File: src/rtl/alu_writeback.sv
// Registered writeback stage behind the alu: architectural flag register, in-order
// register-file write buffer with valid/ready drain, and a forwarding lookup over pending writes.
module alu_writeback #(
  parameter int DEPTH = 2,
  parameter int AW    = 4,
  parameter int DW    = 32
) (
  input  logic          clk,
  input  logic          reset,
  input  logic          flush,
  input  logic          in_valid,
  output logic          in_ready,
  input  logic [DW-1:0] in_c,
  input  logic          in_carry,
  input  logic          in_zero,
  input  logic          in_neg,
  input  logic [AW-1:0] in_dest,
  input  logic          in_wr_reg,
  input  logic          in_wr_flags,
  output logic          wb_valid,
  input  logic          wb_ready,
  output logic [AW-1:0] wb_dest,
  output logic [DW-1:0] wb_data,
  output logic          flag_c,
  output logic          flag_z,
  output logic          flag_n,
  input  logic [AW-1:0] fwd_addr,
  output logic          fwd_hit,
  output logic [DW-1:0] fwd_data
);

  localparam int PW = (DEPTH > 1) ? $clog2(DEPTH) : 1;
  localparam logic [PW:0] FULL_COUNT = (PW+1)'(DEPTH);

  logic [PW-1:0] wr_ptr;
  logic [PW-1:0] rd_ptr;
  logic [PW:0]   count;
  logic [AW-1:0] dest_mem [DEPTH];
  logic [DW-1:0] data_mem [DEPTH];

  logic accept;
  logic push;
  logic pop;

  // in_ready depends only on registered count, so wb_ready never reaches it.
  assign in_ready = (count != FULL_COUNT);
  assign wb_valid = (count != '0);
  assign accept   = in_valid & in_ready & ~flush;
  assign push     = accept & in_wr_reg;
  assign pop      = wb_valid & wb_ready;

  always_ff @(posedge clk or posedge reset) begin
    if (reset) begin
      wr_ptr <= '0;
      rd_ptr <= '0;
      count  <= '0;
    end else if (flush) begin
      wr_ptr <= '0;
      rd_ptr <= '0;
      count  <= '0;
    end else begin
      if (push) wr_ptr <= wr_ptr + 1'b1;
      if (pop)  rd_ptr <= rd_ptr + 1'b1;
      case ({push, pop})
        2'b10:   count <= count + 1'b1;
        2'b01:   count <= count - 1'b1;
        default: count <= count;
      endcase
    end
  end

  // Flags are never rolled back by flush; only reset clears them.
  always_ff @(posedge clk or posedge reset) begin
    if (reset) begin
      flag_c <= 1'b0;
      flag_z <= 1'b0;
      flag_n <= 1'b0;
    end else if (accept && in_wr_flags) begin
      flag_c <= in_carry;
      flag_z <= in_zero;
      flag_n <= in_neg;
    end
  end

  always_ff @(posedge clk) begin
    if (push) begin
      dest_mem[wr_ptr] <= in_dest;
      data_mem[wr_ptr] <= in_c;
    end
  end

  // Storage is not reset; outputs are gated by occupancy so empty reads as zero.
  assign wb_dest = wb_valid ? dest_mem[rd_ptr] : '0;
  assign wb_data = wb_valid ? data_mem[rd_ptr] : '0;

  always_comb begin
    logic [PW-1:0] idx;
    fwd_hit  = 1'b0;
    fwd_data = '0;
    idx      = '0;
    // Walk oldest to youngest so the last match (closest to tail) wins.
    for (int i = 0; i < DEPTH; i++) begin
      idx = rd_ptr + PW'(i);
      if (((PW+1)'(i) < count) && (dest_mem[idx] == fwd_addr)) begin
        fwd_hit  = 1'b1;
        fwd_data = data_mem[idx];
      end
    end
  end

endmodule

File: config.mk
export PLATFORM = sky130hd
export DESIGN_NAME = alu_writeback
export DESIGN_NICKNAME = d
export VERILOG_FILES = /design/src/rtl/alu_writeback.sv
export SDC_FILE = /design/constraint.sdc
export NUM_CORES = 1
export LEC_CHECK = 0
export CAP_MARGIN = 5
export CORE_MARGIN = 3
export CORE_UTILIZATION = 43
export CTS_BUF_LIST = sky130_fd_sc_hd__clkbuf_16
export CTS_CLUSTER_DIAMETER = 30
export CTS_CLUSTER_SIZE = 25
export DETAILED_ROUTE_END_ITERATION = 12
export PLACE_DENSITY = 0.76
export SLEW_MARGIN = 20
export SYNTH_ARGS = -nofsm -noshare
export SYNTH_HDL_FRONTEND = slang
export SYNTH_SLANG_ARGS = --single-unit
export TNS_END_PERCENT = 20
File: constraint.sdc
create_clock -name clk -period 2.8 [get_ports clk]
set_input_delay 0.56 -clock clk [delete_from_list [all_inputs] [get_ports clk]]
set_output_delay 0.56 -clock clk [all_outputs]
set_load 0.01 [all_outputs]
==> metrics.csv, run 1 <==
stage,metric,value,unit
placed_design,RePlAce Congestion,0.726,
worst_setup_path,largest fanout on the critical path,8,
synth,simple-gate portion of the synthesized area,16.7,%
sta,setup-violating endpoint count in the final report,48,
pwr,Lkg Pwr,2.54,nW
sta,Final Slew Violations,0,
worst_setup_path,most frequent cell on the critical path,buf_6,
worst_setup_path,Worst EP arrival,2.54,ns
synth,"Top FF cell, synth",edfxtp_1,
clocking,TritonCTS clock tree,yes,
synth,Synth Warn #,0,
sta,Max Clock Skew,0.00614,ns
worst_setup_path,worst reg-to-reg setup slack,0.57,ns
status,failing checks,negative setup slack,
synth,number of instances in the synthesized netlist,397,
clocking,later-pin clock latency in the skew report,0.32,ns
synth,"arithmetic-cell share of the synthesized area counting full adders, half adders and majority gates",0.876,%
floorplanning,number of placed I/O pins,124,
worst_setup_path,cell-by-cell trace of the critical path,buf_6 -> buf_6 -> mux2i_1 -> xor2_1 -> and4_4 -> buf_12 -> buf_12 -> buf_6 -> nand2_1 -> a32oi_1 -> buf_2,
status,status,"complete, but fails checks",
grt,largest net degree at the start of global routing,46,
worst_setup_path,CP Class,reg2out,
floorplanning,Die Y-Extent,106,um
drt,routed wire length,13.1,mm
synth,register bit count reported by yosys,79,
sta,worst setup slack after layout,-0.303,ns
synth,Mapped Avg Cell Area,10.8,um2
floorplanning,count of standard-cell rows,35,
pwr,maximum ir drop on the vdd rail,355,uV
synth,multiplexer fraction of the synthesized cell area,10.9,%
grt,vias in the first global route,3905,
sta,fin crit period,3.10,ns
cells_and_area,layout overhead on the synthesized area,56.7,%
cells_and_area,multi-input logic area,1990,um2
drt,number of antenna-violating nets in the routed design,0,
cells_and_area,sequential standard cell area,2340,um2
sta,tightest hold margin,0.465,ns
drt,Pre-Repair DR Iteration Count,4,
synth,"Seq/Total Area, Yosys",54.6,%
cells_and_area,filler instances,703,
synth,number of different library cells in the post-synthesis netlist,32,
grt,number of antenna violations at the first check in global routing,0,
worst_setup_path,cell class contributing the biggest share of worst-path delay,buffers and inverters,
sta,Max-Slew Margin vs Limit,71.2,%
synth,post-synthesis cell area,4280,um2
synth,post-synthesis share of cell area spent on xor and xnor gates,1.64,%
sta,unrepaired setup endpoints after global routing,yes,
grt,total global routing overflow,0,
worst_setup_path,CP Launch Type,flop,
worst_setup_path,cell count of the worst reg-to-reg path,8,
synth,asr flop ratio synth,8.86,%
grt,first-pass GRT wire length,19.6,mm
clocking,cell at the root of the clock tree,clkbuf_16,
synth,net count after synthesis,450,
synth,largest area contributor in the netlist,edfxtp_1,
floorplanning,DIE WIDTH,106,um
synth,"count leader, synth",edfxtp_1,
drt,vias after detailed routing,3946,
grt,global-route usage over all layers,22.1,%
synth,compound-cell area share of the yosys netlist,10.5,%
run,max-cap violations,0,
worst_setup_path,origin of the critical flop-to-flop path,count[0],
synth,top-area cell type share of the netlist area,50.5,%
worst_setup_path,required arrival time at the worst endpoint,2.24,ns
floorplanning,die footprint,11200,um2
clocking,H-tree level count,3,
drt,routed len/inst,19.2,um
clocking,sinks on the clock net,79,
placed_design,Port Buffers,123,
synth,combinational family with the most area after synthesis,simple AND/OR/NAND/NOR gates,
worst_setup_path,Stages on worst setup path,11,
worst_setup_path,slowest stage cell on the critical path,dfrtp_4,
sta,Max Clk Rate,322,MHz
worst_setup_path,buffer and inverter count on the worst path,6,
cells_and_area,ANT cells,0,
clocking,clk slew on worst S/H paths,0.06,ns
drt,Vias per Instance,5.79,
worst_setup_path,largest stage delay on the critical path,0.53,ns
drt,DR iter-0 viols,196,
cells_and_area,post-route core utilization,71.0,%
sta,final hold violation count,0,
worst_hold_path,class of the tightest hold or removal check,in2async,
synth,count of flip-flops with a built-in enable after synthesis,72,
clocking,CTS Buffer Depth,2,
sta,share of the cycle needed by the critical path after routing,111,%
placed_design,HPWL Detailed,7.21,mm
cells_and_area,fraction of final layout cells sized beyond drive strength 1,26.9,%
clocking,cts bufs inserted,9,
pwr,power density of the placed cells,575,nW/um2
worst_setup_path,Critical Path Sink Type,primary output,
clocking,number of buffers inserted by hold repair at cts,0,
worst_setup_path,capturing point of the worst reg2reg path,data_mem[0][11],
drt,number of remaining DRC errors,0,
synth,"top cells by count, synth","72 x edfxtp_1, 65 x nand3_1, 41 x mux2i_1, 40 x nor2_1, 35 x nand2_1",
synth,ranking of synthesized cells by area,"edfxtp_1 50%, mux2i_1 9.6%, nand3_1 7.6%, a32oi_1 6.5%, dfrtp_1 4.1%",
sta,Slew @ Worst Pin,0.432,ns
cells_and_area,number of nets at the end of the flow,601,
floorplanning,starting density of the core,45.3,%
floorplanning,placeable core area,9460,um2
==> worst max path at each step <==
| stage | startpoint | end | slack (ns) |
|---|---|---|---|
| final | rd_ptr | fwd_data[12] | -0.30 |
| after global routing | count[1] | fwd_data[8] | -0.39 |
| after CTS | count[0] | fwd_data[17] | -0.33 |
| after detailed placement | fwd_addr[0] | fwd_data[14] | -0.79 |
| after global placement | fwd_addr[0] | fwd_data[1] | -0.76 |
| after floorplan | count[1] | fwd_data[10] | 0.25 |
==> power breakdown <==
part | internal, W | switching [W] | total (W) | leakage (nW)
Sequential | 0.00135 | 0.0000427 | 0.00139 | 0.741
Combinational | 0.000672 | 0.000656 | 0.00133 | 1.65
Clock | 0.000684 | 0.000458 | 0.00114 | 0.144
==> repair_timing <==
item,in CTS,in global routing
setup endpoints to repair,41,45
buffers inserted,13,11
resized for setup,176,55
gates cloned,9,2
pin swaps,24,27
==> cells by family after synthesis <==
kind of cell / Yosys count
simple gates: 155
flops: 79
fa+ha+maj: 3
buf+inv: 41
mux: 45
xor+xnor: 8
compound gates: 66
==> layout make-up <==
type	count	share of cell area, %
inverters	5	0.280
repair buffers	176	28.4
clock inverters	7	0.988
flip-flops and latches	79	34.9
multi-input cells	277	29.7
well taps	129	2.40
clock buffers	9	3.36
==> metal layers <==
metal / GRT usage, % / vias to the layer above / wire length (um)
li1: - / 1799 / -
met1: 26.0 / 1959 / 5250
met2: 39.5 / 174 / 6820
met3: 5.39 / 14 / 883
met4: 7.03 / 0 / 159
met5: 0 / - / 0
==> worst reg2reg max path, cell delays in order (launching register included) <==
cell	delay, ns
dfrtp_1	0.40
buf_4	0.13
inv_1	0.04
buf_4	0.13
ha_1	0.20
nor3b_1	0.36
nand2_1	0.23
nor2_4	0.15
buf_12	0.24
==> per-stage QoR <==
stage                     area, um2  cells  setup slack [ns]  setup TNS, ns  power, W
final                          6710    682            -0.303         -10.15   0.00386
after global placement         5710    633            -0.756         -22.35   0.00266
after detailed placement       5710    633            -0.786         -23.20   0.00268
after global routing           6710    682            -0.391         -14.88   0.00402
after CTS                      6400    670            -0.330          -9.06   0.00378
after floorplan                4290    397             0.251              0   0.00202
==> cell usage in the layout (no fill, tap or decap), types with 2 or more instances in the layout <==
| cell type | n |
|---|---|
| nand3_1 | 56 |
| buf_12 | 13 |
| clkbuf_16 | 11 |
| buf_8 | 2 |
| clkinvlp_4 | 2 |
| dfrtp_1 | 6 |
| a32oi_1 | 25 |
| a21oi_2 | 5 |
| nand2_2 | 8 |
| dlymetal6s2s_1 | 17 |
| xor2_1 | 4 |
| a21oi_1 | 27 |
| clkdlybuf4s50_1 | 72 |
| nand2_1 | 26 |
| mux2_2 | 3 |
| buf_4 | 20 |
| nand3b_1 | 2 |
| nand3_2 | 8 |
| buf_6 | 8 |
| inv_1 | 6 |
| buf_2 | 33 |
| nor2_1 | 39 |
| a32oi_2 | 7 |
| buf_16 | 8 |
| mux2i_4 | 5 |
| and2_1 | 3 |
| mux2i_1 | 36 |
| xnor2_1 | 3 |
| edfxtp_1 | 72 |
==> flip-flops by register name (all words and copies together) (netlist names) <==
signal,flops
dest_mem,8
data_mem,64
flag_c,1
rd_ptr,1
wr_ptr,1
flag_z,1
flag_n,1
count,2
No activity file was read; power rests on OpenSTA's default activity.
==> run 2: changes to the inputs <==
Settings changed: RECOVER_POWER set to 25.
==> metrics.csv, run 2 (synthesized netlist as in run 1, its figures left out) <==
stage,metric,value,unit
status,status,"complete, but fails checks",
status,failing checks,negative setup slack,
grt,global-route usage over all layers,22.1,%
drt,DR iter-0 viols,202,
cells_and_area,Regs by FF count,"data_mem: 64 flops, dest_mem: 8 flops, count: 2 flops",
clocking,TritonCTS clock tree,yes,
clocking,cts bufs inserted,9,
sta,Post-Route Setup TNS,-10.26,ns
clocking,clk slew on worst S/H paths,0.06,ns
placed_design,dpl cell area,5710,um2
floorplanning,count of standard-cell rows,35,
clocking,H-tree level count,3,
worst_setup_path,Worst EP arrival,2.55,ns
drt,routed len/inst,19.2,um
grt,total global routing overflow,0,
sta,Max-Slew Margin vs Limit,72.0,%
sta,tightest hold margin,0.521,ns
drt,vias after detailed routing,3959,
sta,setup-violating endpoint count in the final report,48,
run,max-cap violations,0,
sta,fin crit period,3.11,ns
worst_setup_path,largest fanout on the critical path,6,
grt,number of antenna violations at the first check in global routing,1,
worst_setup_path,slowest stage cell on the critical path,dfrtp_4,
grt,first-pass GRT wire length,19.6,mm
floorplanning,placeable core area,9460,um2
cells_and_area,fraction of final layout cells sized beyond drive strength 1,26.9,%
floorplanning,number of placed I/O pins,124,
cells_and_area,most flop-heavy register,data_mem,
placed_design,RePlAce Congestion,0.726,
cells_and_area,fin area,6710,um2
cells_and_area,most frequent cells in the layout,"72 x edfxtp_1, 56 x nand3_1, 51 x clkdlybuf4s50_1",
drt,Pre-Repair DR Iteration Count,4,
clocking,later-pin clock latency in the skew report,0.33,ns
grt,vias in the first global route,3905,
worst_setup_path,required arrival time at the worst endpoint,2.24,ns
placed_design,Port Buffers,123,
worst_setup_path,CP Class,reg2out,
worst_setup_path,largest stage delay on the critical path,0.53,ns
drt,number of remaining DRC errors,0,
sta,Max Clock Skew,0.00752,ns
grt,largest net degree at the start of global routing,46,
worst_hold_path,class of the tightest hold or removal check,reg2reg,
sta,worst setup slack after layout,-0.306,ns
cells_and_area,post-route core utilization,71.0,%
worst_hold_path,Hold Crit Depth,1,
sta,unrepaired setup endpoints after global routing,yes,
placed_design,count of placed standard cells including taps,633,
floorplanning,die footprint,11200,um2
cells_and_area,max FFs per register,64,
pwr,power density of the placed cells,574,nW/um2
worst_setup_path,cell-by-cell trace of the critical path,buf_6 -> buf_6 -> mux2i_1 -> xor2_1 -> and4_4 -> buf_12 -> buf_12 -> buf_16 -> nand2_2 -> a32oi_1 -> buf_2,
worst_setup_path,cell count of the worst reg-to-reg path,8,
cells_and_area,"commonest non-fill, non-tap cell in the layout",edfxtp_1,
pwr,Lkg Pwr,2.54,nW
cells_and_area,layout overhead on the synthesized area,56.7,%
clocking,cell at the root of the clock tree,clkbuf_16,
cells_and_area,number of nets at the end of the flow,601,
clocking,CTS Buffer Depth,2,
floorplanning,Die Y-Extent,106,um
clocking,number of buffers inserted by hold repair at cts,0,
worst_setup_path,CP Launch Type,flop,
drt,Vias per Instance,5.80,
sta,final hold violation count,0,
sta,Slew @ Worst Pin,0.420,ns
drt,routed wire length,13.1,mm
floorplanning,starting density of the core,45.3,%
pwr,maximum ir drop on the vdd rail,354,uV
sta,Final Slew Violations,0,
drt,number of antenna-violating nets in the routed design,0,
sta,Max Clk Rate,322,MHz
placed_design,HPWL Detailed,7.21,mm
clocking,sinks on the clock net,79,
sta,share of the cycle needed by the critical path after routing,111,%
cells_and_area,non-filler instance count after layout,683,
floorplanning,DIE WIDTH,106,um
worst_setup_path,Critical Path Sink Type,primary output,
run 2: power breakdown:
group / switching, W / total [W] / internal (W)
Clock: 0.000462 / 0.00115 / 0.000684
Sequential: 0.0000428 / 0.00139 / 0.00135
Combinational: 0.000654 / 0.00132 / 0.000666
Total: 0.00116 / 0.00385 / 0.00270
run 2: per-layer routing:
layer | track usage [%] | vias up | share of wire, %
li1 | - | 1797 | -
met1 | 26.0 | 1946 | 38
met2 | 39.5 | 197 | 52
met3 | 5.39 | 19 | 8.3
met4 | 7.03 | 0 | 1.5
met5 | 0 | - | 0
run 2: worst max-delay path, delay by kind of cell (launching register included):
family          cells  cell delay, ns
xor+xnor            1            0.20
buf+inv             6            0.79
flops               1            0.53
compound gates      1            0.21
mux                 1            0.16
simple gates        2            0.33
run 2: worst paths after layout:
check                           startpoint              end  slack (ns)
worst max register to register    count[0]  data_mem[0][12]        0.58
worst max-delay path                rd_ptr     fwd_data[17]       -0.31
min in group asynchronous            reset           flag_z        0.60
max in group asynchronous            reset           rd_ptr        1.95
worst min-delay path                flag_z           flag_z        0.52
worst min register to register      flag_z           flag_z        0.52
run 2: metrics by stage:
stage | power, W | worst slack, ns
2_1_floorplan | 0.00202 | 0.251
3_3_place_gp | 0.00266 | -0.756
3_5_place_dp | 0.00268 | -0.786
4_1_cts | 0.00378 | -0.330
5_1_grt | 0.00401 | -0.391
6_report | 0.00385 | -0.306
run 2: final cells by class:
class                           instances  area, um2
Sequential cell                        79       2340
Multi-Input combinational cell        277       1990
Clock buffer                            9        225
Inverter                                5       18.8
Timing Repair Buffer                  176       1910
Fill cell                             704       2750
Clock inverter                          7       66.3
Tap cell                              129        161
Antenna cell                            1       2.50
run 2: repair_timing:
item | 4_1_cts | 5_1_grt
gates cloned | 9 | 2
setup buffers | 13 | 11
resized for setup | 176 | 55
setup endpoints to repair | 41 | 45
pin swaps | 24 | 27
==> run 3: changes to the inputs <==
Settings changed: SLEW_MARGIN 20 to not set.
==> results of run 3 <==
Final layout, timing and power as in run 2 (identical DEF).
